## config.mk

```make
export PLATFORM = sky130hd
export DESIGN_NAME = multicycle_control_flat
export DESIGN_NICKNAME = d
export VERILOG_FILES = /design/src/rtl/multicycle_control_if.sv /design/src/rtl/multicycle_control.sv /design/src/flat_wrapper.sv
export SDC_FILE = /design/constraint.sdc
export NUM_CORES = 1
export LEC_CHECK = 0
export ABC_AREA = 1
export BUFFER_PORTS_ARGS = -buffer_cell sky130_fd_sc_hd__buf_4
export CORE_ASPECT_RATIO = 0.8
export CORE_MARGIN = 5
export CORE_UTILIZATION = 55
export CTS_BUF_LIST = sky130_fd_sc_hd__clkbuf_4
export DETAILED_ROUTE_END_ITERATION = 10
export PLACE_DENSITY = 0.79
export SYNTH_ARGS = -nofsm -noshare
export SYNTH_HDL_FRONTEND = slang
export SYNTH_SLANG_ARGS = --single-unit
```

## constraint.sdc

```tcl
create_clock -name clk -period 2.8 [get_ports clk]
set_clock_uncertainty 0.05 [all_clocks]
set_input_delay 0.28 -clock clk [delete_from_list [all_inputs] [get_ports clk]]
set_output_delay 0.28 -clock clk [all_outputs]
set_load 0.005 [all_outputs]
```

## src/rtl/multicycle_control_if.sv

```systemverilog
// Control/memory handshake bundle for multicycle_control.
// master: the control unit (drives controls, status); slave: datapath/memory side.
interface multicycle_control_if #(
    parameter int RETIRE_W = 32
);
    logic [6:0]          Opc;
    logic                mem_ready;
    logic                PCWrite;
    logic                IRWrite;
    logic                IorD;
    logic                ALUsrc;
    logic                MemToReg;
    logic                RegWrite;
    logic                MemRead;
    logic                MemWrite;
    logic                Branch;
    logic [1:0]          AluOp;
    logic [RETIRE_W-1:0] retired;
    logic                trap;
    logic [1:0]          trap_cause;

    modport master (
        input  Opc, mem_ready,
        output PCWrite, IRWrite, IorD, ALUsrc, MemToReg, RegWrite,
               MemRead, MemWrite, Branch, AluOp, retired, trap, trap_cause
    );

    modport slave (
        output Opc, mem_ready,
        input  PCWrite, IRWrite, IorD, ALUsrc, MemToReg, RegWrite,
               MemRead, MemWrite, Branch, AluOp, retired, trap, trap_cause
    );
endinterface

```

## src/rtl/multicycle_control.sv

```systemverilog
// Multi-cycle main control unit for the 64-bit RISC-V datapath.
// Sequences IDLE/FETCH/DECODE/EXEC/MEM/WB, counts retired instructions and
// traps (sticky) on illegal opcodes or a memory access that never completes.
// Optional build macro MULTICYCLE_CONTROL_ITYPE_EN adds I-type ALU (0010011).
module multicycle_control #(
    parameter int RETIRE_W = 32,
    parameter int WAIT_W   = 4,
    parameter int MAX_WAIT = 15
) (
    input  logic                    clk,
    input  logic                    rst_n,
    multicycle_control_if.master    bus
);

    typedef enum logic [2:0] {
        S_IDLE, S_FETCH, S_DECODE, S_EXEC, S_MEM, S_WB, S_TRAP
    } state_t;

    typedef enum logic [2:0] {
        C_NONE, C_R, C_LD, C_SD, C_BEQ, C_ITYPE, C_ILLEGAL
    } class_t;

    state_t              state_q, state_d;
    class_t              class_q, class_d;
    logic [WAIT_W-1:0]   wait_q, wait_d;
    logic [RETIRE_W-1:0] retired_q, retired_d;
    logic                trap_q, trap_d;
    logic [1:0]          cause_q, cause_d;
    logic                wait_hit;

    function automatic class_t decode_opc(input logic [6:0] opc);
        case (opc)
            7'b0110011: return C_R;
            7'b0000011: return C_LD;
            7'b0100011: return C_SD;
            7'b1100011: return C_BEQ;
`ifdef MULTICYCLE_CONTROL_ITYPE_EN
            7'b0010011: return C_ITYPE;
`endif
            default:    return C_ILLEGAL;
        endcase
    endfunction

    // Last permitted wait cycle: the counter would reach MAX_WAIT this cycle.
    assign wait_hit = (MAX_WAIT != 0) && (wait_q == WAIT_W'(MAX_WAIT - 1));

    // State, class, wait counter, retire counter and trap registers.
    always_ff @(posedge clk or negedge rst_n) begin
        if (!rst_n) begin
            state_q   <= S_IDLE;
            class_q   <= C_NONE;
            wait_q    <= '0;
            retired_q <= '0;
            trap_q    <= 1'b0;
            cause_q   <= 2'b00;
        end else begin
            state_q   <= state_d;
            class_q   <= class_d;
            wait_q    <= wait_d;
            retired_q <= retired_d;
            trap_q    <= trap_d;
            cause_q   <= cause_d;
        end
    end

    // Next-state logic plus Moore decode of state/class (FETCH handshake aside).
    always_comb begin
        state_d      = state_q;
        class_d      = class_q;
        wait_d       = wait_q;
        retired_d    = retired_q;
        trap_d       = trap_q;
        cause_d      = cause_q;
        bus.PCWrite  = 1'b0;
        bus.IRWrite  = 1'b0;
        bus.IorD     = 1'b0;
        bus.ALUsrc   = 1'b0;
        bus.MemToReg = 1'b0;
        bus.RegWrite = 1'b0;
        bus.MemRead  = 1'b0;
        bus.MemWrite = 1'b0;
        bus.Branch   = 1'b0;
        bus.AluOp    = 2'b00;

        case (state_q)
            S_IDLE: state_d = S_FETCH;
            S_FETCH: begin
                bus.MemRead = 1'b1;
                if (bus.mem_ready) begin
                    bus.IRWrite = 1'b1;
                    bus.PCWrite = 1'b1;
                    state_d     = S_DECODE;
                end else if (wait_hit) begin
                    state_d = S_TRAP;
                    cause_d = 2'b10;
                end
            end
            S_DECODE: begin
                class_d = decode_opc(bus.Opc);
                if (class_d == C_ILLEGAL) begin
                    state_d = S_TRAP;
                    cause_d = 2'b01;
                end else begin
                    state_d = S_EXEC;
                end
            end
            S_EXEC: begin
                case (class_q)
                    C_R: begin
                        bus.AluOp = 2'b10;
                        state_d   = S_WB;
                    end
                    C_ITYPE: begin
                        bus.ALUsrc = 1'b1;
                        bus.AluOp  = 2'b10;
                        state_d    = S_WB;
                    end
                    C_LD, C_SD: begin
                        bus.ALUsrc = 1'b1;
                        state_d    = S_MEM;
                    end
                    C_BEQ: begin
                        bus.AluOp  = 2'b01;
                        bus.Branch = 1'b1;
                        state_d    = S_FETCH;
                        retired_d  = retired_q + RETIRE_W'(1);
                    end
                    default: state_d = S_FETCH;
                endcase
            end
            S_MEM: begin
                bus.IorD     = 1'b1;
                bus.ALUsrc   = 1'b1;
                bus.MemRead  = (class_q == C_LD);
                bus.MemWrite = (class_q == C_SD);
                if (bus.mem_ready) begin
                    if (class_q == C_LD) begin
                        state_d = S_WB;
                    end else begin
                        state_d   = S_FETCH;
                        retired_d = retired_q + RETIRE_W'(1);
                    end
                end else if (wait_hit) begin
                    state_d = S_TRAP;
                    cause_d = 2'b10;
                end
            end
            S_WB: begin
                bus.RegWrite = 1'b1;
                bus.MemToReg = (class_q == C_LD);
                state_d      = S_FETCH;
                retired_d    = retired_q + RETIRE_W'(1);
            end
            S_TRAP: state_d = S_TRAP;
            default: state_d = S_IDLE;
        endcase

        if (state_d == S_TRAP) begin
            trap_d = 1'b1;
        end

        // Fresh count on every state change; saturate rather than wrap when
        // the timeout is disabled.
        if (state_d != state_q) begin
            wait_d = '0;
        end else if ((state_q == S_FETCH || state_q == S_MEM) && !bus.mem_ready
                     && wait_q != '1) begin
            wait_d = wait_q + WAIT_W'(1);
        end
    end

    assign bus.retired    = retired_q;
    assign bus.trap       = trap_q;
    assign bus.trap_cause = cause_q;

endmodule

```

## src/flat_wrapper.sv

```systemverilog
// flat-port wrapper written by rule: the top's interface ports become plain ports
module multicycle_control_flat 
#(
    parameter int RETIRE_W = 32,
    parameter int WAIT_W   = 4,
    parameter int MAX_WAIT = 15
)
  (clk, rst_n, bus_Opc, bus_mem_ready, bus_PCWrite, bus_IRWrite, bus_IorD, bus_ALUsrc, bus_MemToReg, bus_RegWrite, bus_MemRead, bus_MemWrite, bus_Branch, bus_AluOp, bus_retired, bus_trap, bus_trap_cause);
  multicycle_control_if #(.RETIRE_W(RETIRE_W)) bus_i ();
  input  logic clk;
  input  logic rst_n;
  input wire logic [$bits(bus_i.Opc)-1:0] bus_Opc;
  input wire logic [$bits(bus_i.mem_ready)-1:0] bus_mem_ready;
  output wire logic [$bits(bus_i.PCWrite)-1:0] bus_PCWrite;
  output wire logic [$bits(bus_i.IRWrite)-1:0] bus_IRWrite;
  output wire logic [$bits(bus_i.IorD)-1:0] bus_IorD;
  output wire logic [$bits(bus_i.ALUsrc)-1:0] bus_ALUsrc;
  output wire logic [$bits(bus_i.MemToReg)-1:0] bus_MemToReg;
  output wire logic [$bits(bus_i.RegWrite)-1:0] bus_RegWrite;
  output wire logic [$bits(bus_i.MemRead)-1:0] bus_MemRead;
  output wire logic [$bits(bus_i.MemWrite)-1:0] bus_MemWrite;
  output wire logic [$bits(bus_i.Branch)-1:0] bus_Branch;
  output wire logic [$bits(bus_i.AluOp)-1:0] bus_AluOp;
  output wire logic [$bits(bus_i.retired)-1:0] bus_retired;
  output wire logic [$bits(bus_i.trap)-1:0] bus_trap;
  output wire logic [$bits(bus_i.trap_cause)-1:0] bus_trap_cause;
  assign bus_i.Opc = bus_Opc;
  assign bus_i.mem_ready = bus_mem_ready;
  assign bus_PCWrite = bus_i.PCWrite;
  assign bus_IRWrite = bus_i.IRWrite;
  assign bus_IorD = bus_i.IorD;
  assign bus_ALUsrc = bus_i.ALUsrc;
  assign bus_MemToReg = bus_i.MemToReg;
  assign bus_RegWrite = bus_i.RegWrite;
  assign bus_MemRead = bus_i.MemRead;
  assign bus_MemWrite = bus_i.MemWrite;
  assign bus_Branch = bus_i.Branch;
  assign bus_AluOp = bus_i.AluOp;
  assign bus_retired = bus_i.retired;
  assign bus_trap = bus_i.trap;
  assign bus_trap_cause = bus_i.trap_cause;
  multicycle_control #(.RETIRE_W(RETIRE_W), .WAIT_W(WAIT_W), .MAX_WAIT(MAX_WAIT)) u_core (.clk(clk), .rst_n(rst_n), .bus(bus_i));
endmodule
```

Yosys cells after proc, flatten, opt, wreduce, memory -nomap -nowiden:

Cells that the tools add are included.

* $add $sub $neg: 2
* eq/ne operators: 26
* mux-type cells: 32
* reduce and logical (&&, ||, !) cells: 15

Operators with widths (count)
* two-way mux 32 bit: 3
* case mux 32 bit (3 select lines): 1
* adder 32 x 1 -> 32 bit (second input constant): 1
* == test 3 bit (second input constant): 7
* two-way mux 3 bit: 6
* case mux 3 bit (6 select lines): 1
* == test 7 x 6 -> 1 bit (second input constant): 2
* == test 3 x 2 -> 1 bit (second input constant): 4
* case mux 3 bit (4 select lines): 1
* two-way mux 1 bit: 9
* two-way mux 2 bit: 4
* two-way mux 4 bit: 2
* != test 2 bit (second input constant): 4
* case mux 2 bit (2 select lines): 2
* AND reduction 4 bit: 2
* OR reduction 2 bit: 4
* == test 7 x 2 -> 1 bit (second input constant): 1
* == test 7 bit (second input constant): 1
* == test 3 x 1 -> 1 bit (second input constant): 2
* case mux 3 bit (2 select lines): 1
* adder 4 x 1 -> 4 bit (second input constant): 1
* == test 4 bit (second input constant): 1
* != test 2 x 1 -> 1 bit (second input constant): 2
* != test 4 bit (second input constant): 1
* 9 further kinds: 12

* bits in registers: 45
* bits of input ports: 10
* output and inout bits: 46
* logic and storage cells: 81

Depth between registers and ports, before layout:

Gate-level depths: netlist (run 1).

* depth in word-level cells: 8
* mapped depth: 12
* mapped depth without buffers: 12

Worst setup path after synthesis (run 1):

No wires, ideal clock.

* path type: register to register
* start: reg u_core.state_q[2]
* end: reg u_core.retired_q[9], in the netlist u_core.bus.retired[9]
* library setup time: 124 ps
* arrival time: 1367 ps
* required time: 2626 ps
* setup slack: 1259 ps
* cell stages (with the launch flop): 11
* buffers on the path: 1
* period minus slack after synthesis: 1541 ps
* cell sequence: dfrtp_1 -> inv_2 -> nand3_2 -> o21ai_2 -> nand2_2 -> inv_2 -> buf_6 -> nand2_4 -> nor2_4 -> nand2_1 -> xnor2_1

* cells in the longest elaborated chain, start to end: 3
* elaborated cells between the ends (all ways): 9
* those cells by class: eq/ne: 6; mux: 1; reduce/logical: 2

RTL lines
* start, declared: line multicycle_control.sv:23 `state_t state_q, state_d;`
* start signal, assigned: line multicycle_control.sv:57 `state_q <= state_d;`
* == test 3 bit or == test 3 x 2 -> 1 bit (tied branches): line multicycle_control.sv:85 `case (state_q)`
* != test 2 bit (no source line) or nonzero test 3 bit (tied branches)
* AND reduction 4 bit (no source line)
* end signal, assigned: line multicycle_control.sv:60 `retired_q <= retired_d;`
* end, declared: line multicycle_control.sv:26 `logic [RETIRE_W-1:0] retired_q, retired_d;`

Parallel ways exist; a longest one is shown, timed or not.
A chain may end at the register's enable or synchronous reset.

Final worst setup path (run 1):

* start: reg u_core.state_q[0]
* end: reg u_core.retired_q[6], in the netlist u_core.bus.retired[6]

The elaborated chain is that of the path after synthesis.

==> results.tsv, run 1 <==
metric	value	unit
status	completed	
antennaDiodeCount	0	
critPathRequiredTime	3.00	ns
gp_congestion	0.955	
switching_share	44.5	%
leakage	1.73	nW
combPwrFrac	45.1	%
track_usage	21.8	%
num_vias	2709	
crit_path_start_kind	register	
cts_sinks	45	
routedWlPerCell	12.8	um
tns	0	ns
fmax	502	MHz
initial_core_util	56.7	%
synth-seq-area-share	39.4	%
grt_pass1_wl	12100	um
cp-end-kind	register	
seq_power_share	42.0	%
num-fill-cells	467	
antenna_found_initial	0	
clockPowerShare	13.0	%
cts.clk_slew.worst_paths	0.13	ns
clock-root-buffer	clkbuf_4	
p_int	0.00131	W
hpwl	5300	um
layout-drive-gt1-share	15.9	%
final_nets	477	
grt_setup_unrepaired	false	
cp.arrival	2.19	ns
cts_tree	yes	
cts_made_buffers	5	
maxSlewViolCount	0	
syn-cell-area	2860	um2
worstSkewPairLatency	0.36	ns
num_rows	23	
io_pins	56	
ys_top_cells_by_area	dfrtp_1 (39%), nand2_1 (18%), xor2_1 (7.7%)	
grt_max_degree	46	
max-cap-violations	0	
cts_htree_levels	2	
place_area	3310	um2
setup_viol	0	
grt-ovfl-total	0	
synth_cell_types	29	
synth_seq_cells	45	
die_h	74.5	um
period_share	71.2	%
vias_per_cell	5.14	
drt-initial-drc-count	134	
clk_path_buf_depth	2	
max-slew-margin-rel	61.6	%
final_core_util	66.9	%
vdd_ir_drop_max	459	uV
syn_to_final_growth	17.9	%
synth_nets	420	
place_ws	0.837	ns
syn_avg_cell_area	7.02	um2
dr.pass1.iters	5	
fin_area	3370	um2
core_area	5040	um2
die-area	6750	um2
grt_pass1_vias	2722	
io_buffers	55	
drc	0	
post-route-min-period	1.99	ns
yosys_warnings	0	
p_sw	0.00105	W
regToRegSetupSlack	0.81	ns
worst-slew-pin-transition	0.576	ns
synth.largest_area_cell	dfrtp_1	
synth.top_cell.area_share	39.4	%
hp-class	in2reg	
wirelength	6730	um
hold_viol_final	0	
path_max_fanout	21	
postSynthCellCount	407	
final_antenna_net_count	0	
power_density	699	nW/um2
die_x	90.6	um
path_class	reg2reg	
setup_ws	0.807	ns
[cells by family (layout without fill, tap and decap cells)]
group	after synthesis	after routing	synth area share, %
fa+ha+maj	3	3	1.31
flops	45	45	39.4
buf+inv	59	117	8.49
compound gates	30	30	5.82
xor+xnor	33	33	10.1
simple gates	237	237	34.9
[registers in the layout, summed over array words and instances, names as in the netlist]
register               cells
u_core.wait_q              4
u_core.bus.trap            1
u_core.bus.retired        32
u_core.class_q             3
u_core.bus.trap_cause      2
u_core.state_q             3
[layout make-up]
type	instances	area [um2]	area share, %
Clock buffer	5	37.5	1.11
Clock inverter	3	12.5	0.371
Inverter	52	195	5.79
Multi-Input combinational cell	303	1490	44.2
Sequential cell	45	1130	33.4
Tap cell	62	77.6	2.30
Timing Repair Buffer	57	430	12.8
[power groups by stage]
stage / clock network, W / logic, W / registers (W)
after global placement: 0 / 0.00104 / 0.000991
after floorplan: 0 / 0.000716 / 0.000955
after detailed placement: 0 / 0.00106 / 0.00100
final: 0.000305 / 0.00106 / 0.000988
after CTS: 0.000308 / 0.00107 / 0.000988
after global routing: 0.000334 / 0.00122 / 0.00102
[critical path, cell delays in order (launching register included)]
cell     delay (ns)
dfrtp_1        0.56
nand3_2        0.20
o21ai_2        0.19
nand2_2        0.26
nor2_2         0.23
nand3_1        0.15
o21ai_0        0.18
nand2_1        0.07
[cell usage after synthesis]
library cell  number
a21oi_1            4
a221oi_1           1
a22oi_1            1
buf_2              2
buf_4              3
buf_6              1
clkbuf_1           1
dfrtp_1           45
ha_1               3
inv_1             50
inv_2              2
nand2_1          136
nand2_2            1
nand2_4            1
nand3_1           23
nand3_2            1
nand4_1            3
nor2_1            43
nor2_2             2
nor2_4             1
nor3_1            23
nor3_2             1
nor3b_1            1
o211ai_1           1
o21ai_0           21
o21ai_2            2
or2_2              1
xnor2_1            8
xor2_1            25
[cell usage in the layout, fill, tap and decap left out]
cell type / instances
a21oi_1: 4
a221oi_1: 1
a22oi_1: 1
buf_4: 56
clkbuf_4: 5
clkinv_1: 2
clkinv_2: 1
dfrtp_1: 45
dlygate4sd3_1: 1
ha_1: 3
inv_1: 50
inv_2: 2
nand2_1: 136
nand2_2: 1
nand2_4: 1
nand3_1: 23
nand3_2: 1
nand4_1: 3
nor2_1: 43
nor2_2: 2
nor2_4: 1
nor3_1: 23
nor3_2: 1
nor3b_1: 1
o211ai_1: 1
o21ai_0: 21
o21ai_2: 2
or2_2: 1
xnor2_1: 8
xor2_1: 25
[worst paths after layout]
kind	endpoint	start	cells past startpoint
max	u_core.bus.retired[6]	u_core.state_q[0]	7
min	u_core.class_q[0]	bus_Opc[6]	4
max reg2reg	u_core.bus.retired[6]	u_core.state_q[0]	7
min reg2reg	u_core.bus.trap	u_core.bus.trap	2
max in group asynchronous	u_core.bus.retired[16]	rst_n	2
min in group asynchronous	u_core.bus.trap_cause[1]	rst_n	2
[timing repair]
item | 4_1_cts | 5_1_grt
hold buffers | 1 | 0
gates resized for setup | 0 | 0
setup buffers | 0 | 0
endpoints found under the hold margin | 45 | 0
[per-layer routing]
layer  GRT usage [%]  vias to the layer above  share of wire [%]
met5               0                        -                  0
met4            5.45                        0               0.88
met3            5.06                        6                5.1
met2            38.6                       60                 49
met1            27.5                     1263                 45
li1                -                     1380                  -
[through the flow]
| step | instances | hold slack [ns] | power [W] |
|---|---|---|---|
| 6_report | 527 | 0.168 | 0.00235 |
| 2_1_floorplan | 407 | -0.0656 | 0.00167 |
| 3_5_place_dp | 518 | 0.264 | 0.00206 |
| 5_1_grt | 527 | 0.201 | 0.00258 |
| 4_1_cts | 527 | 0.164 | 0.00237 |
| 3_3_place_gp | 518 | 0.265 | 0.00203 |
(Power assumes the default switching activity.)
==> run 2: changes to the inputs <==
CORE_UTILIZATION = 52   (was 55)
PLACE_DENSITY = 0.78   (was 0.79)
clock period = 1.66 ns   (was 2.8 ns; I/O delays follow)
==> run 2 against run 1 <==
The run now ends with setup timing left. Register-to-register slack got worse by 0.85 ns. Sequential share of layout area decreased by 5.1 points. Total power increased by 120%. Via count increased by 13%. Die area increased by 5.1%. Wire length increased by 31%. Cell area increased by 18%. Clock power increased by 78%. Clock-buffer cell count increased by 1. Critical path depth decreased by 1. Largest power group unchanged.
==> results.tsv, run 2 (same netlist as run 1, synthesis figures left out) <==
metric	value	unit	change
status	complete, but fails checks		
violations	setup timing		
stdcell_count	574		+8.9%
final_cell_mix	nand2_1 (121), buf_4 (95), inv_1 (46), dfrtp_1 (41), nor2_1 (35)		
maxSlewViolCount	0		unchanged
antenna_found_initial	0		unchanged
seq_power_share	30.8	%	-11 points
critPathRequiredTime	1.44	ns	-1.56 ns
reg2reg_from	u_core.wait_q[0]		
holdPathStages	4		unchanged
hp-class	in2reg		
setup_ws	-0.0673	ns	-0.874 ns
vdd_ir_drop_max	1120	uV	+140%
dpl.cell_count	549		+6.0%
cp.arrival	1.51	ns	-0.68 ns
track_usage	23.0	%	+1.1 points
combPwrFrac	58.9	%	+14 points
place_ws	-0.00164	ns	-0.838 ns
final_antenna_net_count	0		unchanged
num_rows	24		+4.3%
die_h	76.3	um	+2.5%
grt_pass1_vias	2910		+6.9%
drc	0		unchanged
max-cap-violations	0		unchanged
cp-end-kind	output port		
grt_setup_unrepaired	true		
p_sw	0.00238	W	+130%
critPathMaxStageDelay	0.46	ns	-0.10 ns
rr_worst_depth	12		+5
final_nets	522		+9.4%
switching_share	45.0	%	+0.49 points
hpwl	6000	um	+13%
final_common_cell	nand2_1		
path_class	reg2out		
die_x	92.9	um	+2.5%
tns	-0.370	ns	-0.370 ns
initial_core_util	52.9	%	-3.9 points
post-route-min-period	1.73	ns	
cts_tree	yes		
layout-drive-gt1-share	33.2	%	+17 points
vias_per_cell	5.33		+3.6%
r2r-end	u_core.wait_q[2]		
die-area	7090	um2	+5.1%
place_area	3530	um2	+6.8%
fin_area	3990	um2	+18%
cts.clk_slew.worst_paths	0.14	ns	about the same
wirelength	8830	um	+31%
grt-ovfl-total	0		unchanged
syn_to_final_growth	39.5	%	
io_pins	56		unchanged
worstHoldStart	bus_Opc[6]		
clk_path_buf_depth	2		unchanged
slowest_stage	dfrtp_1		
worstSkewPairLatency	0.37	ns	about the same
max-slew-margin-rel	60.9	%	-0.70 points
core_area	5410	um2	+7.3%
cts_htree_levels	2		unchanged
hold_viol_final	0		unchanged
path_max_fanout	5		-76%
clockPowerShare	10.3	%	-2.7 points
worst-slew-pin-transition	0.586	ns	+0.0105 ns
fmax	579	MHz	
p_int	0.00291	W	+120%
setup_viol	17		+17
num_vias	3057		+13%
cts_made_buffers	5		unchanged
finalPower	0.00528	W	+120%
gp_congestion	0.940		-1.6%
io_buffers	55		unchanged
power_density	1330	nW/um2	+90%
grt_max_degree	46		unchanged
antennaDiodeCount	0		unchanged
drt-initial-drc-count	268		+100%
regToRegSetupSlack	-0.04	ns	-0.85 ns
crit_path_start_kind	register		
grt_pass1_wl	13200	um	+8.6%
largest_reg_flops	32		unchanged
dr.pass1.iters	4		-1
clock-root-buffer	clkbuf_4		
crit_chain	inv_2 > nand3_4 > a21oi_4 > o21ai_1 > nand2_1 > buf_4		
routedWlPerCell	15.4	um	+20%
period_share	104	%	
cts_sinks	45		unchanged
leakage	1.99	nW	+15%
min_to	u_core.class_q[0]		
==> run 2: cell types whose count changed in the layout (fill, tap and decap cells not counted), moves of 7 or more <==
cell,before,now
nor3_1,23,15
buf_4,56,95
nor2_1,43,35
nand2_1,136,121
nor3_2,1,9
nand2_2,1,14
o21ai_0,21,14
==> run 2: worst max path at each step <==
stage,startpoint,end,slack (ns)
6_report,u_core.state_q[2],bus_ALUsrc,-0.07
5_1_grt,u_core.wait_q[0],u_core.wait_q[2],-0.13
4_1_cts,u_core.state_q[2],bus_IRWrite,0.0009
3_5_place_dp,u_core.wait_q[0],u_core.wait_q[3],-0.002
3_3_place_gp,u_core.state_q[1],u_core.wait_q[2],0.07
2_1_floorplan,u_core.state_q[2],u_core.bus.retired[9],0.12
==> run 2: area by class of cell <==
cell class	instances	area, um2
Multi-Input combinational cell	303	1700
Fill cell	397	1420
Clock inverter	1	3.75
Tap cell	65	81.3
Inverter	52	198
Clock buffer	6	45.0
Timing Repair Buffer	102	831
Sequential cell	45	1130
==> run 2: what timing repair did <==
item | CTS | global route
hold buffers | 1 | 0
gates cloned | 0 | 2
pin swaps | 0 | 21
resized for setup | 13 | 60
endpoints found under the hold margin | 45 | 0
buffers inserted | 1 | 14
endpoints found under the setup margin | 9 | 31
==> run 2: metal layers <==
metal	routed length [um]	track usage (%)	up-vias
met5	0	0	-
met4	225	5.42	0
met3	599	3.95	28
met2	4470	40.0	118
met1	3540	29.6	1435
li1	-	-	1476
==> run 2: through the flow <==
step	hold slack, ns	utilization (%)
after global placement	0.156	65.4
after CTS	0.0673	67.4
after detailed placement	0.161	65.4
final	0.0545	73.8
after floorplan	-0.180	-
after global routing	0.0841	73.8
==> run 2: power groups by stage <==
stage                     Sequential (W)  Combinational (W)  Clock (W)
final                            0.00163            0.00311   0.000543
after global routing             0.00166            0.00337   0.000593
after CTS                        0.00159            0.00230   0.000533
after detailed placement         0.00161            0.00219          0
after global placement           0.00159            0.00213          0
after floorplan                  0.00161            0.00121          0
==> run 2: critical path, delay by kind of cell, from the launching register on <==
kind                   cells  cell delay, ns
AOI/OAI and AO/OA          2            0.25
buffers and inverters      2            0.23
DFF                        1            0.46
and+or+nand+nor            2            0.20
